$ cat src/rtl/imem_if.sv
// Instruction-memory request/acknowledge bus between the fetch unit (master)
// and instruction memory (slave).
interface imem_if #(
   parameter int PC_WIDTH    = 32,
   parameter int INSTR_WIDTH = 32
);
   logic                   req;
   logic [PC_WIDTH-1:0]    addr;
   logic                   ack;
   logic [INSTR_WIDTH-1:0] rdata;

   modport master (
      output req,
      output addr,
      input  ack,
      input  rdata
   );

   modport slave (
      input  req,
      input  addr,
      output ack,
      output rdata
   );
endinterface

$ cat src/rtl/instr_fetch_unit.sv
// Fetch unit: owns the architectural PC, fetches over the imem req/ack bus and
// holds the fetched word for decode; an unresponsive memory latches a sticky fault.
module instr_fetch_unit #(
   parameter int                  PC_WIDTH    = 32,
   parameter int                  INSTR_WIDTH = 32,
   parameter logic [PC_WIDTH-1:0] RESET_PC    = {PC_WIDTH{1'b0}},
   parameter int                  MAX_WAIT    = 15
) (
   input  logic                   clk,
   input  logic                   reset,
   input  logic [PC_WIDTH-1:0]    incr_pc,
   input  logic                   pc_load,
   input  logic                   stall,
   input  logic                   flush,
   imem_if.master                 imem,
   output logic [PC_WIDTH-1:0]    pc,
   output logic [INSTR_WIDTH-1:0] instr,
   output logic                   instr_valid,
   output logic                   fetch_busy,
   output logic                   fetch_fault
);

   localparam logic [1:0] ST_IDLE  = 2'd0;
   localparam logic [1:0] ST_REQ   = 2'd1;
   localparam logic [1:0] ST_VALID = 2'd2;
   localparam logic [1:0] ST_FAULT = 2'd3;

   // Counter only has to reach MAX_WAIT; it stops there because the FSM leaves REQ.
   localparam int WAIT_W = (MAX_WAIT < 1) ? 1 : $clog2(MAX_WAIT + 1);

   logic [1:0]             state_r, state_s;
   logic [PC_WIDTH-1:0]    pc_r, pc_s;
   logic [INSTR_WIDTH-1:0] instr_r, instr_s;
   logic                   valid_r, valid_s;
   logic                   fault_r, fault_s;
   logic [WAIT_W-1:0]      wait_r, wait_s;

   // Next-state and datapath selection for every fetch state.
   always_comb begin
      state_s = state_r;
      pc_s    = pc_r;
      instr_s = instr_r;
      valid_s = valid_r;
      fault_s = fault_r;
      wait_s  = wait_r;
      case (state_r)
         ST_IDLE: begin
            if (flush) begin
               pc_s = incr_pc;
            end else begin
               pc_s = pc_r;
            end
            state_s = ST_REQ;
         end
         ST_REQ: begin
            // Flush beats a same-cycle ack: the returned word belongs to the old PC.
            if (flush) begin
               pc_s    = incr_pc;
               valid_s = 1'b0;
               wait_s  = {WAIT_W{1'b0}};
               state_s = ST_REQ;
            end else if (imem.ack) begin
               instr_s = imem.rdata;
               valid_s = 1'b1;
               wait_s  = {WAIT_W{1'b0}};
               state_s = ST_VALID;
            end else if (wait_r == WAIT_W'(MAX_WAIT)) begin
               valid_s = 1'b0;
               fault_s = 1'b1;
               state_s = ST_FAULT;
            end else begin
               wait_s = wait_r + WAIT_W'(1);
            end
         end
         ST_VALID: begin
            if (flush) begin
               pc_s    = incr_pc;
               valid_s = 1'b0;
               wait_s  = {WAIT_W{1'b0}};
               state_s = ST_REQ;
            end else if (pc_load && !stall) begin
               pc_s    = incr_pc;
               valid_s = 1'b0;
               wait_s  = {WAIT_W{1'b0}};
               state_s = ST_REQ;
            end else begin
               state_s = ST_VALID;
            end
         end
         ST_FAULT: begin
            valid_s = 1'b0;
            fault_s = 1'b1;
            state_s = ST_FAULT;
         end
         default: begin
            valid_s = 1'b0;
            fault_s = 1'b1;
            state_s = ST_FAULT;
         end
      endcase
   end

   // State registers with synchronous reset.
   always_ff @(posedge clk) begin
      if (reset) begin
         state_r <= ST_IDLE;
         pc_r    <= RESET_PC;
         instr_r <= {INSTR_WIDTH{1'b0}};
         valid_r <= 1'b0;
         fault_r <= 1'b0;
         wait_r  <= {WAIT_W{1'b0}};
      end else begin
         state_r <= state_s;
         pc_r    <= pc_s;
         instr_r <= instr_s;
         valid_r <= valid_s;
         fault_r <= fault_s;
         wait_r  <= wait_s;
      end
   end

   assign imem.req    = (state_r == ST_REQ);
   assign imem.addr   = pc_r;
   assign fetch_busy  = (state_r == ST_REQ);
   assign pc          = pc_r;
   assign instr       = instr_r;
   assign instr_valid = valid_r;
   assign fetch_fault = fault_r;

endmodule

$ cat src/flat_wrapper.sv
// flat-port wrapper written by rule: the top's interface ports become plain ports
module instr_fetch_unit_flat 
#(
   parameter int                  PC_WIDTH    = 32,
   parameter int                  INSTR_WIDTH = 32,
   parameter logic [PC_WIDTH-1:0] RESET_PC    = {PC_WIDTH{1'b0}},
   parameter int                  MAX_WAIT    = 15
)
  (clk, reset, incr_pc, pc_load, stall, flush, pc, instr, instr_valid, fetch_busy, fetch_fault, imem_req, imem_addr, imem_ack, imem_rdata);
  imem_if #(.PC_WIDTH(PC_WIDTH), .INSTR_WIDTH(INSTR_WIDTH)) imem_i ();
  input  logic clk;
  input  logic reset;
  input  logic [PC_WIDTH-1:0] incr_pc;
  input  logic pc_load;
  input  logic stall;
  input  logic flush;
  output logic [PC_WIDTH-1:0] pc;
  output logic [INSTR_WIDTH-1:0] instr;
  output logic instr_valid;
  output logic fetch_busy;
  output logic fetch_fault;
  output wire logic [$bits(imem_i.req)-1:0] imem_req;
  output wire logic [$bits(imem_i.addr)-1:0] imem_addr;
  input wire logic [$bits(imem_i.ack)-1:0] imem_ack;
  input wire logic [$bits(imem_i.rdata)-1:0] imem_rdata;
  assign imem_req = imem_i.req;
  assign imem_addr = imem_i.addr;
  assign imem_i.ack = imem_ack;
  assign imem_i.rdata = imem_rdata;
  instr_fetch_unit #(.PC_WIDTH(PC_WIDTH), .INSTR_WIDTH(INSTR_WIDTH), .RESET_PC(RESET_PC), .MAX_WAIT(MAX_WAIT)) u_core (.clk(clk), .reset(reset), .incr_pc(incr_pc), .pc_load(pc_load), .stall(stall), .flush(flush), .imem(imem_i), .pc(pc), .instr(instr), .instr_valid(instr_valid), .fetch_busy(fetch_busy), .fetch_fault(fetch_fault));
endmodule
$ cat config.mk
export PLATFORM = sky130hd
export DESIGN_NAME = instr_fetch_unit_flat
export DESIGN_NICKNAME = d
export VERILOG_FILES = /design/src/rtl/imem_if.sv /design/src/rtl/instr_fetch_unit.sv /design/src/flat_wrapper.sv
export SDC_FILE = /design/constraint.sdc
export NUM_CORES = 1
export LEC_CHECK = 0
export BUFFER_PORTS_ARGS = -buffer_cell sky130_fd_sc_hd__buf_2
export CAP_MARGIN = 5
export CORE_AREA = 2 2 106 108
export CTS_CLUSTER_DIAMETER = 60
export DETAILED_ROUTE_END_ITERATION = 10
export DIE_AREA = 0 0 108 110
export GPL_ROUTABILITY_DRIVEN = 0
export PLACE_DENSITY_LB_ADDON = 0.2
export REMOVE_ABC_BUFFERS = 1
export SETUP_SLACK_MARGIN = 0.15
export SLEW_MARGIN = 20
export SYNTH_ARGS = -nofsm -noshare
export SYNTH_HDL_FRONTEND = slang
export SYNTH_SLANG_ARGS = --single-unit
$ cat constraint.sdc
create_clock -name clk -period 4.8 [get_ports clk]
set_input_delay 0.72 -clock clk [delete_from_list [all_inputs] [get_ports clk]]
set_output_delay 0.72 -clock clk [all_outputs]
set_load 0.02 [all_outputs]
==> metrics.txt <==
status finished, final reports clean; cts bufs inserted 9; critical path type reg2out; final net count 576; mapped cell area 3180 µm²; Tcrit/Tclk final 43.5%; Gate Count Post-Synth 373; switching part of the total 26.5%; Hold Vio Cnt, Final 0; Die Ht 110 µm; Slew @ Worst Pin 0.756 ns; Top Ports 170; Worst-path clk slew 0.07 ns; # H-tree levels 3; Post-Layout Cell Count 646; final setup violating endpoints 0; share of layout cells above drive strength 1 38.1%; initial antenna violation count 0; DR pass1 iterations 4; dpl cells 630; DR DRC count 0; cts repair resizes 0; final max-slew violation count 0; synthesized area per cell 8.53 µm²; Data arrival, critical path 1.37 ns; routed via count 2,775; initial core utilization 29.7%; Sw Pwr 0.395 mW; register share of total power 43.6%; most common cell after layout, fill and taps aside buf_2; PD cells 360 nW/µm²; post-synthesis sequential area ratio 45.3%; DIE AREA 11,900 µm²; synthesis warning total 0; setup tns final 0 ns; area delta synth->final 30.2%; core box area 10,700 µm²; vias per cell 4.30; post-cts hold buffer count 0; row cnt 38; CTS tree built; largest net degree at the start of global routing 57; most frequent cells in the layout 169 x buf_2, 112 x nand2_1, 72 x dfxtp_1; CP endpoint kind output port; Static Leakage 2.06 nW; clk_lat worst skew 0.34 ns; Worst VDD drop 0.000126 V; Clock power frac 40.1%; Clock Tree Root clkbuf_8; Req. time, crit path 4.08 ns; Worst setup SP type flip-flop; Final Core Density 38.7%; min Tclk post-route 2.09 ns; hold crit path type reg2reg; die width 108 µm; hold slack 0.452 ns; wire length per cell 11.8 µm; maximum clock path buffer count 2; Max Freq 479 MHz; DPL Wire Length 5.56 mm; Internal 1.10 mW; GRT Util Overall 12.8%; I/O Buffers 169; Design Power 1.49 mW; vias in the first global route 2,513; Max Cap Violations 0; total grt overflow 0; RSZ-0062 raised after global routing no; combinational share of power 16.2%; CTS Sinks 72; routed wire length 7.65 mm; first-pass GRT wire length 11.8 mm; diodes inserted 0; DRT iter0 DRCs 121; Worst slew margin 49.4%; Antenna Violating Nets Remaining 0; CP max FO 8; Post CTS Setup Buffer Count 0; Yosys reg bits 72; post-synthesis cell type count 31; Worst Skew 0.00491 ns
-- critical path: stages (launching register included) --
cell,delay [ns]
dfxtp_1,0.44
inv_1,0.12
ha_1,0.28
buf_2,0.19
-- cells in the mapped netlist (all sizes together) --
library cell  count  area [µm²]
nand2           112         420
and2b             1        7.51
a211oi            1        7.51
nand3b            1        7.51
dfxtp            72        1440
a221oi            2        17.5
clkbuf           18        67.6
nand2b           18         113
a32o              1        10.0
and4              1        11.3
o21bai            2        15.0
and2              1        6.26
o21ai             4        20.0
nand3             2        10.0
buf              38         293
mux2i            33         330
nor3              4        20.0
a21bo             1        10.0
a2bb2oi           1        15.0
nor2              3        11.3
or3               1        11.3
inv               4        15.0
and3b             1        8.76
nor2b             3        18.8
or4               2        15.0
a21oi            38         190
o31ai             1        7.51
or4b              1        10.0
nor3b             1        7.51
ha                5        62.6
-- power groups by stage --
| stage | registers [mW] | logic (mW) | clock network, mW |
|---|---|---|---|
| 3_3_place_gp | 0.663 | 0.244 | 0 |
| 2_1_floorplan | 0.722 | 0.0816 | 0 |
| 5_1_grt | 0.655 | 0.264 | 0.652 |
| 3_5_place_dp | 0.663 | 0.246 | 0 |
| 6_report | 0.650 | 0.242 | 0.598 |
| 4_1_cts | 0.650 | 0.246 | 0.623 |
-- cell type report --
cell class                      count  area [µm²]
Fill cell                        1083        6560
Sequential cell                    72        1440
Multi-Input combinational cell    241        1380
Timing Repair Buffer              173         880
Tap cell                          140         175
Clock buffer                       11         151
Clock inverter                      5         103
Inverter                            4        15.0
-- metal layers --
metal  part of all wire [%]  vias up  track usage (%)
met5                      0        -                0
met4                    1.4        0             6.23
met3                     11        7             4.53
met2                     43      139             20.4
met1                     44     1189             15.6
li1                       -     1440                -
-- metrics by stage --
step / setup slack [ns] / area [µm²]
after CTS: 2.62 / 4140
after global placement: 2.46 / 3870
after floorplan: 2.11 / 2820
after detailed placement: 2.51 / 3890
final: 2.71 / 4140
after global routing: 2.59 / 4140
-- path summary, 6_finish.rpt --
| path | from | end | slack (ns) | cells past startpoint |
|---|---|---|---|---|
| setup reg to reg | u_core.state_r[0] | u_core.imem.addr[6] | 2.81 | 6 |
| hold reg to reg | u_core.instr[28] | u_core.instr[28] | 0.45 | 2 |
| setup / recovery | u_core.state_r[1] | fetch_busy | 2.71 | 3 |
| hold / removal | u_core.instr[28] | u_core.instr[28] | 0.45 | 2 |
-- kinds of logic (layout without fill, tap and decap cells) --
logic type	count (synthesis)	count (layout)	synth area share, %
compound gates	51	51	9.21
fa+ha+maj	5	5	1.97
buf+inv	60	193	11.8
flops	72	72	45.3
mux	33	33	10.4
simple gates	152	152	21.3
-- state kept, by name, indices dropped and copies added, names as in the netlist --
| signal | count |
|---|---|
| u_core.wait_r | 4 |
| u_core.instr_valid | 1 |
| u_core.fetch_fault | 1 |
| u_core.imem.addr | 32 |
| u_core.instr | 32 |
| u_core.state_r | 2 |
Note: power is estimated with default switching activity, not from simulation.
